**config.mk**
```make
export PLATFORM = sky130hd
export DESIGN_NAME = pipe_stage_reg
export DESIGN_NICKNAME = d
export VERILOG_FILES = /design/src/rtl/pipe_stage_reg.sv
export SDC_FILE = /design/constraint.sdc
export NUM_CORES = 1
export LEC_CHECK = 0
export ABC_AREA = 1
export ABC_CLOCK_PERIOD_IN_PS = 1450
export CAP_MARGIN = 20
export CORE_ASPECT_RATIO = 1.25
export CORE_MARGIN = 4
export CORE_UTILIZATION = 39
export CTS_CLUSTER_SIZE = 14
export DETAILED_ROUTE_END_ITERATION = 8
export GPL_ROUTABILITY_DRIVEN = 0
export PLACE_DENSITY = 0.79
export SLEW_MARGIN = 20
export SYNTH_ARGS = -nofsm -noshare
export SYNTH_HDL_FRONTEND = slang
export SYNTH_SLANG_ARGS = --single-unit
```
**constraint.sdc**
```tcl
create_clock -name clk -period 1.45 [get_ports clk]
set_input_delay 0.29 -clock clk [delete_from_list [all_inputs] [get_ports clk]]
set_output_delay 0.29 -clock clk [all_outputs]
set_load 0.005 [all_outputs]
```
**src/rtl/pipe_stage_reg.sv**
```systemverilog
// Pipeline stage register with valid/ready handshake.
// Holds one instruction (control + datapath payload) between two pipeline
// stages. Bubbles present all-zero payloads. The optional macro
// PIPE_STAGE_SKID_EN adds a second (skid) entry so that in_ready becomes a
// register output with no combinational path from out_ready.
module pipe_stage_reg #(
    parameter int DATA_W = 32,
    parameter int CTRL_W = 8
) (
    input  logic              clk,
    input  logic              reset,
    input  logic              flush,
    input  logic              in_valid,
    output logic              in_ready,
    input  logic [CTRL_W-1:0] in_ctrl,
    input  logic [DATA_W-1:0] in_data,
    output logic              out_valid,
    input  logic              out_ready,
    output logic [CTRL_W-1:0] out_ctrl,
    output logic [DATA_W-1:0] out_data,
    output logic [1:0]        occupancy
);

    logic              outValid_q, outValid_d;
    logic [CTRL_W-1:0] outCtrl_q, outCtrl_d;
    logic [DATA_W-1:0] outData_q, outData_d;
    logic              acceptIn;
    logic              releaseOut;

    assign releaseOut = outValid_q && out_ready;
    assign acceptIn   = in_valid && in_ready;

    assign out_valid = outValid_q;
    assign out_ctrl  = outCtrl_q;
    assign out_data  = outData_q;

`ifdef PIPE_STAGE_SKID_EN

    logic              skidValid_q, skidValid_d;
    logic [CTRL_W-1:0] skidCtrl_q, skidCtrl_d;
    logic [DATA_W-1:0] skidData_q, skidData_d;
    logic              inReady_q, inReady_d;

    assign in_ready  = inReady_q;
    assign occupancy = {1'b0, outValid_q} + {1'b0, skidValid_q};

    // Next state for output and skid entries; skid only fills while the output entry is stalled.
    always_comb begin
        outValid_d  = outValid_q;
        outCtrl_d   = outCtrl_q;
        outData_d   = outData_q;
        skidValid_d = skidValid_q;
        skidCtrl_d  = skidCtrl_q;
        skidData_d  = skidData_q;
        if (flush) begin
            outValid_d  = 1'b0;
            outCtrl_d   = '0;
            outData_d   = '0;
            skidValid_d = 1'b0;
            skidCtrl_d  = '0;
            skidData_d  = '0;
        end else if (!outValid_q) begin
            if (acceptIn) begin
                outValid_d = 1'b1;
                outCtrl_d  = in_ctrl;
                outData_d  = in_data;
            end
        end else if (skidValid_q) begin
            if (releaseOut) begin
                outCtrl_d   = skidCtrl_q;
                outData_d   = skidData_q;
                skidValid_d = 1'b0;
                skidCtrl_d  = '0;
                skidData_d  = '0;
            end
        end else begin
            if (acceptIn && releaseOut) begin
                outCtrl_d = in_ctrl;
                outData_d = in_data;
            end else if (releaseOut) begin
                outValid_d = 1'b0;
                outCtrl_d  = '0;
                outData_d  = '0;
            end else if (acceptIn) begin
                skidValid_d = 1'b1;
                skidCtrl_d  = in_ctrl;
                skidData_d  = in_data;
            end
        end
        inReady_d = !skidValid_d;
    end

    // Skid entry and registered ready; ready comes out of reset asserted.
    always_ff @(posedge clk or posedge reset) begin
        if (reset) begin
            skidValid_q <= 1'b0;
            skidCtrl_q  <= '0;
            skidData_q  <= '0;
            inReady_q   <= 1'b1;
        end else begin
            skidValid_q <= skidValid_d;
            skidCtrl_q  <= skidCtrl_d;
            skidData_q  <= skidData_d;
            inReady_q   <= inReady_d;
        end
    end

`else

    assign in_ready  = !outValid_q || out_ready;
    assign occupancy = {1'b0, outValid_q};

    // Next state for the single entry; a bubble always carries zero payloads.
    always_comb begin
        outValid_d = outValid_q;
        outCtrl_d  = outCtrl_q;
        outData_d  = outData_q;
        if (flush) begin
            outValid_d = 1'b0;
            outCtrl_d  = '0;
            outData_d  = '0;
        end else if (acceptIn) begin
            outValid_d = 1'b1;
            outCtrl_d  = in_ctrl;
            outData_d  = in_data;
        end else if (releaseOut) begin
            outValid_d = 1'b0;
            outCtrl_d  = '0;
            outData_d  = '0;
        end
    end

`endif

    // Output entry register, cleared asynchronously on reset.
    always_ff @(posedge clk or posedge reset) begin
        if (reset) begin
            outValid_q <= 1'b0;
            outCtrl_q  <= '0;
            outData_q  <= '0;
        end else begin
            outValid_q <= outValid_d;
            outCtrl_q  <= outCtrl_d;
            outData_q  <= outData_d;
        end
    end

endmodule

```
== Word-level counts from Yosys, hierarchy flattened ==
Cells that the tools add are included.

* Register bits after elaboration: 41
* Output and inout bits: 44

* Mux-type cells: 9
* Reductions and logical operators: 5

{| class="wikitable"
|+ Operators by type and width
! cell !! count
|-
| 2-to-1 mux 32 bit || 3
|-
| 2-to-1 mux 8 bit || 3
|-
| 2-to-1 mux 1 bit || 3
|-
| nonzero test 3 bit || 1
|-
| logical AND 1 bit || 2
|-
| zero test 1 bit || 1
|-
| logical OR 1 bit || 1
|}

== Longest topological paths before layout ==
Gate-level depths: netlist of run 1.

* Depth after elaboration: 5
* Mapped depth: 6
* Mapped depth without buffers: 5

== Worst setup path after synthesis of run 1 ==
OpenSTA, ideal clock, no wires.

* Path type: reg-to-output
* Start: reg outValid_q (netlist: out_valid)
* End: out in_ready
* Data arrival time: 0.714 ns
* Data required time: 1.160 ns
* Path slack: 0.446 ns
* Stages on the path, launching flop included: 3
* Path buffers: 1
* Cell sequence: dfrtp_1 -> nand2_2 -> buf_2

* Cells in the longest elaborated chain, start to end: 2

{| class="wikitable"
|+ RTL lines
! element !! line !! RTL
|-
| start, declared || 24 || <nowiki>logic outValid_q, outValid_d;</nowiki>
|-
| start signal, assigned || 142 || <nowiki>outValid_q <= outValid_d;</nowiki>
|-
| zero test 1 bit || 110 || <nowiki>assign in_ready = !outValid_q || out_ready;</nowiki>
|-
| logical OR 1 bit || 110 ||
|-
| end, declared || 14 || <nowiki>output logic in_ready,</nowiki>
|}

No other way between the ends.

== Worst setup path after layout of run 1 ==
* Start: reg outData_q[19] (netlist: out_data[19])
* End: out out_data[19]

{| class="wikitable"
|+ RTL lines
! element !! line !! RTL
|-
| start, declared || 26 || <nowiki>logic [DATA_W-1:0] outData_q, outData_d;</nowiki>
|-
| start signal, assigned || 144 || <nowiki>outData_q <= outData_d;</nowiki>
|-
| end, declared || 20 || <nowiki>output logic [DATA_W-1:0] out_data,</nowiki>
|}

No word-level cell between the ends.

==> flow_summary.yaml, run 1 <==
synthesis:
  synth_fp_nets: 235
  synth.yosys.seq_area_share_pct: 59.2
  synthCells: 190
  synth-seq-cells: 41
  syn_avg_cell_area_sq_um: 9.11
  synth_cell_type_count: 11
  ys_warn_count: 0
  synth_area_sq_um: 1730
cells_and_area:
  nNetsFinal: 333
  fin_area_sq_um: 2940
  syn2layout_area_growth_pct: 70.0
  insertedDiodeCount: 0
  layout_common_cells: "nand3_1, clkdlybuf4s50_1, nand2_1, dfrtp_1, dlymetal6s2s_1"
  fillers: 325
  drive_gt1_share_pct: 11.1
  final_common_cell: "nand3_1"
run:
  drv_cap: 0
global_route:
  grtUsageTotal_pct: 17.5
  antenna_found_initial: 0
  grt_start_max_net_pins: 42
  grt_pass1_wl_um: 7330
  grt_remaining_overflow: 0
  grt_pass1_vias: 1613
placement:
  place_area_sq_um: 2710
  io_buffers: 87
  dpl_worst_slack_ps: -206
  hpwl_um: 3180
sta:
  hold_viol_final: 0
  setup_slack_ps: 36.9
  holdWs_ps: 341
  skew_ps: 6.53
  period_needed_ps: 1410
  finalMaxSlewViolations: 0
  max_freq_mhz: 708
  timing.setup.tns_ps: 0
  setup_violations: 0
  fin_crit_sh_pct: 97.5
floorplan:
  die_w_um: 67.6
  start_util_pct: 41.3
  ios: 89
  coreArea_sq_um: 4200
  die_h_um: 82.5
  dieArea_sq_um: 5580
  placementRows: 26
power_and_ir_drop:
  ir_drop_v: 0.000581
  power_mw: 2.43
  p_leak_nw: 1.96
  p_per_area_nw_per_um2: 824
drt:
  ant_nets: 0
  drt_wl_total_um: 4690
  wl_per_cell_um: 13.6
  drtIter0Drc: 88
  top_layer_used: "met4"
  met1_length_um: 1880
  wl_met2_um: 2390
  firstDrtPassIters: 4
  drc: 0
  met3_length_um: 323
  via_per_inst: 4.80
  vias: 1655
cts:
  numCtsBuffers: 5
  cts_tree: "done"
  clk_pin_slew_ps: 70
  clock_sinks: 41
  clk-insertion-delay-late_ps: 280
  cts_hold_buf: 0
  ctsHtreeMaxLevel: 2
  clk_path_buf_depth: 2
  root_buffer: "clkbuf_8"
worst_setup_path:
  critPathTopFamily: "buffers and inverters"
  cp_max_fo: 2
  worst-endpoint-arrival_ps: 1120
  cp-end-kind: "primary output"
  worstSetupPathType: "flip-flop to primary output"
  reg2reg_slack_ps: 230
  slowest_stage: "clkdlybuf4s50_1"
  cp-start-kind: "flip-flop"
  crit_chain: "clkdlybuf4s50_1"
  required_ps: 1160
  cp_slowest_stage_delay_ps: 500
  crit_buf_inv: 1
run_status:
  outcome: "complete, no violations"
min_path:
  hold_class: "input port to asynchronous set/reset pin"
[what timing repair did]
item | in CTS | in global routing
endpoints found under the hold margin | 0 | 0
setup buffers | 2 | 9
setup endpoints to repair | 11 | 33
resized for setup | 10 | 33
[cells by family after synthesis]
| family | after synthesis | synth area share, % |
|---|---|---|
| buf+inv | 23 | 7.15 |
| simple gates | 124 | 33.1 |
| flops | 41 | 59.2 |
| compound gates | 1 | 0.289 |
| other cells | 1 | 0.217 |
[layer usage]
metal / GRT usage, % / vias up
met3: 4.06 / 10
met5: 0 / -
met2: 30.4 / 64
met4: 8.11 / 0
met1: 20.1 / 757
li1: - / 824
[cell type report]
cell class                      count  area, sq um  area share, %
Clock buffer                        8         80.1           2.72
Inverter                            5         18.8          0.637
Multi-Input combinational cell    126          582           19.8
Sequential cell                    41         1030           34.8
Tap cell                           56         70.1           2.38
Timing Repair Buffer              109         1170           39.7
[sequential cells by signal, indices dropped and copies added, names as in the netlist]
name and count:
out_ctrl 8, out_data 32, out_valid 1
[per-stage QoR]
step	util, %	cells
after CTS	66.6	336
after detailed placement	64.6	326
after global placement	64.6	326
after floorplan	-	190
final	70.2	345
after global routing	70.2	345
[cell usage after synthesis, drive strengths merged]
cell type  instances  area, sq um
nand3             80          400
nand2             43          166
dfrtp             41         1030
buf               18          105
inv                5         18.8
a21oi              1         5.00
conb               1         3.75
nor2               1         6.26
[path summary, 6_finish.rpt]
check,start,endpoint,cells after the start
min reg2reg,out_data[24],out_data[24],2
max,out_data[19],out_data[19],1
min,reset,out_ctrl[7],3
min in group clk,out_data[24],out_data[24],2
max in group asynchronous,reset,out_data[15],3
max reg2reg,out_valid,out_data[6],7
[power by group]
group / switching [mW] / internal (mW) / total (mW)
sequential: 0.0308 / 1.21 / 1.24
clock: 0.355 / 0.342 / 0.697
combinational: 0.201 / 0.291 / 0.491
No activity file was read; power rests on OpenSTA's default activity.
==> inputs of run 2 (changes only) <==
- CELL_PAD_IN_SITES_DETAIL_PLACEMENT: not set -> 1
- CELL_PAD_IN_SITES_GLOBAL_PLACEMENT: not set -> 1
- CORE_UTILIZATION: 39 -> 28
- PLACE_DENSITY: 0.79 -> not set
- PLACE_DENSITY_LB_ADDON: not set -> 0.1
==> flow_summary.yaml, run 2 (same netlist as run 1, synthesis figures left out) <==
run_status:
  outcome: "complete, no violations"
cells_and_area:
  fin_area_sq_um: 2950
  final_common_cell: "nand3_1"
  fillers: 682
  insertedDiodeCount: 0
  final_cells: 373
  drive_gt1_share_pct: 13.1
  syn2layout_area_growth_pct: 70.4
  fin_util_pct: 50.1
  layout_common_cells: "nand3_1, clkdlybuf4s50_1, nand2_1, dfrtp_1, buf_4"
  nNetsFinal: 337
  largest_reg_flops: 32
worst_setup_path:
  rr_worst_depth: 7
  worst-endpoint-arrival_ps: 1130
  required_ps: 1160
  worstSetupPathType: "flip-flop to primary output"
  cp_slowest_stage_delay_ps: 500
  cp-start-kind: "flip-flop"
  reg2reg_slack_ps: 80
  crit_buf_inv: 1
  crit_chain: "clkdlybuf4s50_1"
  cp_max_fo: 2
  cp-end-kind: "primary output"
  critPathTopFamily: "buffers and inverters"
  slowest_stage: "clkdlybuf4s50_1"
  worstReg2RegEnd: "out_data[31]"
  r2r_start: "out_valid"
sta:
  period_needed_ps: 1420
  max_freq_mhz: 703
  skew_ps: 3.49
  fin_crit_sh_pct: 98.1
  timing.setup.tns_ps: 0
  setup_violations: 0
  finalMaxSlewViolations: 0
  hold_viol_final: 0
global_route:
  grt_remaining_overflow: 0
  grt_pass1_vias: 1801
  antenna_found_initial: 0
  grt_start_max_net_pins: 42
  grt_pass1_wl_um: 8870
  grtUsageTotal_pct: 15.1
cts:
  ctsHtreeMaxLevel: 2
  root_buffer: "clkbuf_8"
  numCtsBuffers: 5
  cts_tree: "done"
  clock_sinks: 41
  clk_path_buf_depth: 2
  clk-insertion-delay-late_ps: 280
  clk_pin_slew_ps: 70
power_and_ir_drop:
  power_frac_comb_pct: 20.8
  ir_drop_v: 0.000519
  intPower_mw: 1.81
  p_sw_share_pct: 25.3
  clkPwrFrac_pct: 28.1
  pwr-share-seq_pct: 51.1
  p_per_area_nw_per_um2: 821
  switchingPower_mw: 0.612
  p_leak_nw: 1.83
  power_mw: 2.42
drt:
  drt_wl_total_um: 5600
  drc: 0
  drtIter0Drc: 50
  met3_length_um: 387
  met1_length_um: 2310
  firstDrtPassIters: 3
  ant_nets: 0
  vias: 1705
  via_per_inst: 4.57
  wl_per_cell_um: 15.0
  wl_met2_um: 2790
  top_layer_used: "met4"
placement:
  place_inst: 353
  hpwl_um: 3860
  io_buffers: 87
  place_area_sq_um: 2740
floorplan:
  coreArea_sq_um: 5900
  start_util_pct: 29.4
  dieArea_sq_um: 7510
  die_w_um: 78.3
  ios: 89
  placementRows: 31
  die_h_um: 95.9
run:
  drv_cap: 0
min_path:
  hold_class: "input port to asynchronous set/reset pin"
run 2: cell count changes in the layout (fill, tap and decap cells not counted), sizes merged:
cell / delta
dlymetal6s2s: -12
dlygate4sd2: +11
buf: +4
clkbuf: -2
clkdlybuf4s15: -1
clkdlybuf4s50: +1
clkinv: +1
run 2: final cells by class:
cell class,count,area (sq um),area share [%]
tap,82,103,3.48
multi-input combinational,126,582,19.7
clock inverter,1,5.00,0.170
sequential,41,1030,34.8
clock buffer,5,68.8,2.33
timing repair buffer,113,1150,38.9
inverter,5,18.8,0.636
run 2: how the worst max path moves through the flow:
stage / slack [ps] / cells past startpoint / to / start
4_1_cts: -10 / 3 / in_ready / out_valid
3_5_place_dp: -250 / 8 / out_data[23] / out_ready
5_1_grt: -4 / 1 / out_data[9] / out_data[9]
6_report: 30 / 1 / out_data[9] / out_data[9]
2_1_floorplan: 210 / 1 / out_ctrl[0] / reset
3_3_place_gp: -220 / 4 / in_ready / out_ready
run 2: worst min-delay path, stage by stage:
cell             delay (ps)
clkdlybuf4s50_1         410
inv_2                    70
buf_12                  230
run 2: timing repair:
action / 4_1_cts / 5_1_grt
hold buffers: 0 / 0
resized for setup: 23 / 23
setup endpoints to repair: 21 / 61
hold endpoints to repair: 0 / 0
buffers inserted: 4 / 10
run 2: metrics by stage:
step | hold slack, ps | worst slack (ps)
after floorplan | 353 | 214
after global placement | 480 | -218
after detailed placement | 487 | -249
after CTS | 351 | -11.3
after global routing | 370 | -3.69
final | 351 | 27.8
run 2: power by group through the flow:
| stage | clock network [mW] | logic, mW | registers (mW) |
|---|---|---|---|
| 3_5_place_dp | 0 | 0.506 | 1.27 |
| 2_1_floorplan | 0 | 0.164 | 1.27 |
| 3_3_place_gp | 0 | 0.503 | 1.26 |
| 5_1_grt | 0.757 | 0.553 | 1.25 |
| 6_report | 0.681 | 0.504 | 1.24 |
| 4_1_cts | 0.709 | 0.496 | 1.24 |
run 2: per-layer routing:
layer  vias up  GRT usage, %
li1        828             -
met1       810          17.5
met2        58          26.6
met3         9          4.49
met4         0          4.96
met5         -             0
==> inputs of run 3 (changes only) <==
- GPL_ROUTABILITY_DRIVEN: 0 -> 1
==> results of run 3 <==
Same layout as run 2: the final DEF is identical, and so are final timing and power.
